[config.mk]
export PLATFORM = sky130hd
export DESIGN_NAME = mag_comp_seq
export DESIGN_NICKNAME = d
export VERILOG_FILES = /design/src/rtl/comp_pkg.sv /design/src/rtl/comp_chunk.sv /design/src/rtl/mag_comp_seq.sv
export SDC_FILE = /design/constraint.sdc
export NUM_CORES = 1
export LEC_CHECK = 0
export ABC_AREA = 1
export CORE_AREA = 8 8 69 71
export DETAILED_ROUTE_END_ITERATION = 16
export DIE_AREA = 0 0 77 79
export HOLD_SLACK_MARGIN = 0.08
export PLACE_DENSITY_LB_ADDON = 0.3
export SETUP_SLACK_MARGIN = 0.02
export SLEW_MARGIN = 20
export SYNTH_ARGS = -nofsm -noshare
export SYNTH_HDL_FRONTEND = slang
export SYNTH_SLANG_ARGS = --single-unit
[constraint.sdc]
create_clock -name clk -period 1.85 [get_ports clk]
set_clock_uncertainty 0.1 [all_clocks]
set_input_delay 0.185 -clock clk [delete_from_list [all_inputs] [get_ports clk]]
set_output_delay 0.185 -clock clk [all_outputs]
set_load 0.05 [all_outputs]
[src/rtl/comp_pkg.sv]
// Shared encodings and helpers for the sequential magnitude comparator.
package comp_pkg;

    typedef enum logic [1:0] {
        ST_IDLE    = 2'd0,
        ST_COMPARE = 2'd1,
        ST_DONE    = 2'd2
    } state_t;

    // Result bits are laid out as {lt, eq, gt} so they drive the ports directly.
    localparam logic [2:0] RES_NONE = 3'b000;
    localparam logic [2:0] RES_LT   = 3'b100;
    localparam logic [2:0] RES_EQ   = 3'b010;
    localparam logic [2:0] RES_GT   = 3'b001;

    function automatic int clog2(input int value);
        int r;
        int v;
        r = 0;
        v = value - 1;
        while (v > 0) begin
            r++;
            v = v >> 1;
        end
        return r;
    endfunction

endpackage

[src/rtl/comp_chunk.sv]
// Combinational CHUNK-bit unsigned compare cell; generalisation of the 2-bit comparator.
module comp_chunk
    import comp_pkg::*;
#(
    parameter int CHUNK = 2
) (
    input  logic [CHUNK-1:0] x,
    input  logic [CHUNK-1:0] y,
    output logic             lt,
    output logic             eq,
    output logic             gt
);

    assign lt = (x < y);
    assign eq = (x == y);
    assign gt = (x > y);

endmodule

[src/rtl/mag_comp_seq.sv]
// Sequential MSB-first magnitude comparator: CHUNK bits per cycle, early exit on the
// first differing chunk, unsigned or two's-complement, valid/ready on both sides.
module mag_comp_seq
    import comp_pkg::*;
#(
    parameter int WIDTH     = 8,
    parameter int CHUNK     = 2,
    parameter bit SIGNED_EN = 1'b1
) (
    input  logic             clk,
    input  logic             rst,
    input  logic             start_valid,
    output logic             start_ready,
    input  logic [WIDTH-1:0] a,
    input  logic [WIDTH-1:0] b,
    input  logic             signed_mode,
    output logic             res_valid,
    input  logic             res_ready,
    output logic             lt,
    output logic             eq,
    output logic             gt
);

    localparam int NCHUNK = WIDTH / CHUNK;
    localparam int CNT_W  = clog2(NCHUNK) + 1;

    if (WIDTH < 2 || CHUNK < 1 || (WIDTH % CHUNK) != 0) begin : g_bad_params
        $error("mag_comp_seq: WIDTH must be >= 2 and a multiple of CHUNK");
    end

    state_t           state_q;
    logic [WIDTH-1:0] sa_q;
    logic [WIDTH-1:0] sb_q;
    logic [WIDTH-1:0] sa_d;
    logic [WIDTH-1:0] sb_d;
    logic [CNT_W-1:0] cnt_q;
    logic [2:0]       res_q;
    logic             rdy_q;
    logic             vld_q;
    logic             c_lt;
    logic             c_eq;
    logic             c_gt;

    // Flipping the sign bit maps two's-complement order onto unsigned order.
    always_comb begin
        sa_d = a;
        sb_d = b;
        if (SIGNED_EN && signed_mode) begin
            sa_d[WIDTH-1] = ~a[WIDTH-1];
            sb_d[WIDTH-1] = ~b[WIDTH-1];
        end
    end

    comp_chunk #(
        .CHUNK(CHUNK)
    ) u_cell (
        .x  (sa_q[WIDTH-1 -: CHUNK]),
        .y  (sb_q[WIDTH-1 -: CHUNK]),
        .lt (c_lt),
        .eq (c_eq),
        .gt (c_gt)
    );

    always_ff @(posedge clk) begin
        if (rst) begin
            state_q <= ST_IDLE;
            rdy_q   <= 1'b1;
            vld_q   <= 1'b0;
            res_q   <= RES_NONE;
            sa_q    <= '0;
            sb_q    <= '0;
            cnt_q   <= '0;
        end else begin
            case (state_q)
                ST_IDLE: begin
                    if (start_valid) begin
                        sa_q    <= sa_d;
                        sb_q    <= sb_d;
                        cnt_q   <= CNT_W'(NCHUNK - 1);
                        rdy_q   <= 1'b0;
                        state_q <= ST_COMPARE;
                    end
                end
                ST_COMPARE: begin
                    if (c_lt) begin
                        res_q   <= RES_LT;
                        vld_q   <= 1'b1;
                        state_q <= ST_DONE;
                    end else if (c_gt) begin
                        res_q   <= RES_GT;
                        vld_q   <= 1'b1;
                        state_q <= ST_DONE;
                    end else if (c_eq && cnt_q == '0) begin
                        res_q   <= RES_EQ;
                        vld_q   <= 1'b1;
                        state_q <= ST_DONE;
                    end else begin
                        sa_q  <= sa_q << CHUNK;
                        sb_q  <= sb_q << CHUNK;
                        cnt_q <= cnt_q - 1'b1;
                    end
                end
                ST_DONE: begin
                    if (res_ready) begin
                        vld_q   <= 1'b0;
                        res_q   <= RES_NONE;
                        rdy_q   <= 1'b1;
                        state_q <= ST_IDLE;
                    end
                end
                default: begin
                    state_q <= ST_IDLE;
                    rdy_q   <= 1'b1;
                    vld_q   <= 1'b0;
                    res_q   <= RES_NONE;
                end
            endcase
        end
    end

    assign start_ready    = rdy_q;
    assign res_valid      = vld_q;
    assign {lt, eq, gt}   = res_q;

endmodule

==> reports/metrics.csv, run 1 <==
stage,metric,value,unit
synth,synth warn,0,
worst_hold_path,Hold EP,sb_q[7],
setup_path,FF-to-FF End,cnt_q[2],
job,number of max-cap violations,0,
clocking,TritonCTS buffer count,3,
synth,post-synth top area cell,dfxtp_1,
setup_path,slowest CP cell,clkdlybuf4s50_1,
final_layout,layout net count,238,
placed_design,GPL Wtd Cong,0.742,
synth,top cell type's share of synthesized area,37.2,%
setup_path,crit path cell chain,clkdlybuf4s50_1,
setup_path,reg2reg start,sb_q[7],
floorplanning,Die Ht,79,um
synth,"top cells by count, synth","67 x nand2_1, 26 x dfxtp_1, 14 x inv_1",
timing,Final setup viols,0,
detailed_routing,mean routed wirelength per cell,10.9,um
power_and_ir_drop,Internal,1.28,mW
placed_design,DP Cell Count,254,
floorplanning,# IOs,26,
clocking,"Clk pin slew, worst setup/hold paths",100,ps
placed_design,IO Port Bufs,25,
synth,"count leader, synth",nand2_1,
worst_hold_path,hold path start,sb_q[7],
setup_path,WS Path Type,flip-flop to output port,
setup_path,cell family with most CP delay,buffers and inverters,
setup_path,Startpoint Class,flip-flop,
power_and_ir_drop,NetSw,782,uW
clocking,hold buffers post-CTS,0,
timing,Pins Over Slew Limit,0,
setup_path,Worst Path Buf+Inv,1,
synth,"FFs w/ async S/R, synth",0,%
timing,final hold viol count,0,
final_layout,"non-filler cells, final",262,
power_and_ir_drop,Switching Fraction,38.0,%
detailed_routing,ANT nets after route,0,
final_layout,Area Overhead vs Synth,28.0,%
synth,ranking of synthesized cells by area,"dfxtp_1 37%, nand2_1 18%, nand3_2 7.1%",
detailed_routing,via count,1233,
clocking,insertion delay to the later sink of the worst-skew pair,280,ps
global_route,first-pass GRT wire length,4.97,mm
power_and_ir_drop,combinational power share,42.1,%
final_layout,Final Util,47.2,%
timing,final worst path period share,92.5,%
power_and_ir_drop,Max IR drop VDD,0.355,mV
detailed_routing,starting DRC count in detailed routing,44,
final_layout,design area,1790,um2
global_route,largest net degree at the start of global routing,20,
synth,Syn Inst Count,185,
setup_path,Required @ worst endpoint,1560,ps
global_route,remaining global-route overflow,0,
timing,Worst slew margin,66.8,%
global_route,gr usage total,9.77,%
setup_path,crit path max fanout,2,
worst_hold_path,HP Class,flip-flop to flip-flop,
clocking,CTS tree,yes,
power_and_ir_drop,Leak Pwr,0.749,nW
setup_path,Stages on worst setup path,1,
final_layout,FF+latch area,520,um2
synth,#FFs+latches synth,26,
floorplanning,area of the core,3800,um2
floorplanning,floorplan row count,23,
power_and_ir_drop,PwrDens,1150,nW/um2
final_layout,filler cell count,407,
status,status,completed,
floorplanning,die area,6080,um2
setup_path,r2r worst-path depth,9,
detailed_routing,Residual DRC,0,
final_layout,antenna cells,0,
detailed_routing,DR vias/cell,4.71,
placed_design,Final HPWL DP,2.01,mm
synth,predominant post-synthesis flop cell,dfxtp_1,
floorplanning,initial core utilization,36.9,%
setup_path,Arrival @ worst endpoint,1430,ps
setup_path,critical path endpoint category,output port,
worst_hold_path,hold path depth,2,
synth,syn nets,210,
floorplanning,width of the die,77,um
synth,register area share after synthesis,37.2,%
global_route,vias in the first global route,1167,
synth,Avg Inst Size Synth,7.57,um2
detailed_routing,Pre-antenna DRT Iters,4,
timing,fmax,584,MHz
placed_design,area post-placement,1680,um2
timing,unrepaired setup endpoints after global routing,false,
clocking,# H-tree levels,1,
synth,Netlist cell types,21,
synth,number of flops mapped to enable cells by yosys,0,
setup_path,R2R Setup Slk,190,ps
clocking,Root Driver,clkbuf_8,
timing,Hold WS,367,ps
clocking,Clock Sinks,26,
timing,Worst-Margin Slew,496,ps
final_layout,layout cell share with drive strength beyond 1,17.5,%
power_and_ir_drop,part of the power in the clock network,23.1,%
clocking,Max clock buf depth,2,
setup_path,CP max stage delay,800,ps
timing,min cycle time layout,1710,ps
final_layout,Multi-input gate area,777,um2
global_route,initial antenna violation count,0,
detailed_routing,routed wire length,2.86,mm
synth,post-synth design cell area,1400,um2
power_and_ir_drop,Flop pwr share,34.7,%
timing,setup TNS,0,ps
==> worst max path at each step <==
stage               endpoint  slack [ps]      from
global placement    cnt_q[2]         130   sb_q[7]
detailed placement  cnt_q[2]          80   sb_q[7]
global route        cnt_q[2]          50   sb_q[7]
CTS                 cnt_q[2]          60   sb_q[7]
finish                    lt         140  res_q[2]
floorplan            sb_q[1]         220   sb_q[7]
==> cell type report <==
type | count | share of cell area, %
well taps | 50 | 3.49
clock inverters | 1 | 1.68
clock buffers | 3 | 2.30
inverters | 16 | 3.35
flip-flops and latches | 26 | 29.1
repair buffers | 30 | 16.8
multi-input cells | 136 | 43.4
==> sequential cells by signal, indices dropped and copies added (netlist names) <==
signal       flops
state_q          2
start_ready      1
sa_q             8
cnt_q            3
res_q            3
res_valid        1
sb_q             8
==> placed cells by master (no fill, tap or decap) <==
cell type | synthesis | final
nand2_1 | 67 | 66
dfxtp_1 | 26 | 26
clkdlybuf4s50_1 | 0 | 25
inv_1 | 14 | 14
nor2_1 | 12 | 12
a21oi_1 | 12 | 12
nand3_1 | 10 | 10
nand3_2 | 10 | 10
a21oi_2 | 9 | 9
ha_1 | 4 | 4
buf_4 | 2 | 4
nand2_8 | 2 | 3
o21ai_0 | 3 | 3
clkbuf_8 | 0 | 3
inv_2 | 2 | 2
nand2_4 | 3 | 2
nand4_1 | 2 | 2
nand2_2 | 0 | 1
nor2_8 | 1 | 1
xor2_1 | 1 | 1
bufinv_16 | 0 | 1
buf_12 | 0 | 1
==> layer usage <==
metal | track usage (%) | share of wire, % | routed length, um | vias up
li1 | - | - | - | 643
met1 | 10.8 | 45 | 1290 | 563
met2 | 17.5 | 50 | 1420 | 22
met3 | 2.48 | 3.9 | 112 | 5
met4 | 4.15 | 1.5 | 44 | 0
met5 | 0 | 0 | 0 | -
==> per-stage QoR <==
step	setup slack (ps)	power (mW)
6_report	139	2.06
5_1_grt	52.6	2.20
3_3_place_gp	130	1.54
2_1_floorplan	222	1.39
4_1_cts	55.3	2.02
3_5_place_dp	81.6	1.54
==> logic make-up after synthesis <==
family	synth area share [%]
AOI/OAI and AO/OA	11.0
xor gates and xnor gates	0.626
adders and majority gates	3.57
buffers and inverters	8.13
DFF	37.2
and+or+nand+nor	39.5
==> power by group through the flow <==
| stage | combinational, mW | sequential, mW | clock (mW) |
|---|---|---|---|
| global route | 0.966 | 0.726 | 0.508 |
| CTS | 0.818 | 0.716 | 0.488 |
| finish | 0.867 | 0.714 | 0.476 |
| detailed placement | 0.814 | 0.728 | 0 |
| floorplan | 0.598 | 0.793 | 0 |
| global placement | 0.813 | 0.727 | 0 |
==> timing repair <==
item                                    in CTS  in global routing
buffers inserted                             0                  4
endpoints found under the setup margin       0                 12
resized for setup                            0                  2
No activity file was read; power rests on OpenSTA's default activity.
==> run 2: changes to the inputs <==
--- a/config.mk
+++ b/config.mk
@@ -12,7 +12,7 @@
 export HOLD_SLACK_MARGIN = 0.08
 export PLACE_DENSITY_LB_ADDON = 0.3
 export SETUP_SLACK_MARGIN = 0.02
-export SLEW_MARGIN = 20
+export SLEW_MARGIN = 25
 export SYNTH_ARGS = -nofsm -noshare
 export SYNTH_HDL_FRONTEND = slang
 export SYNTH_SLANG_ARGS = --single-unit
==> results of run 2 <==
Final layout, timing and power as in run 1 (identical DEF).
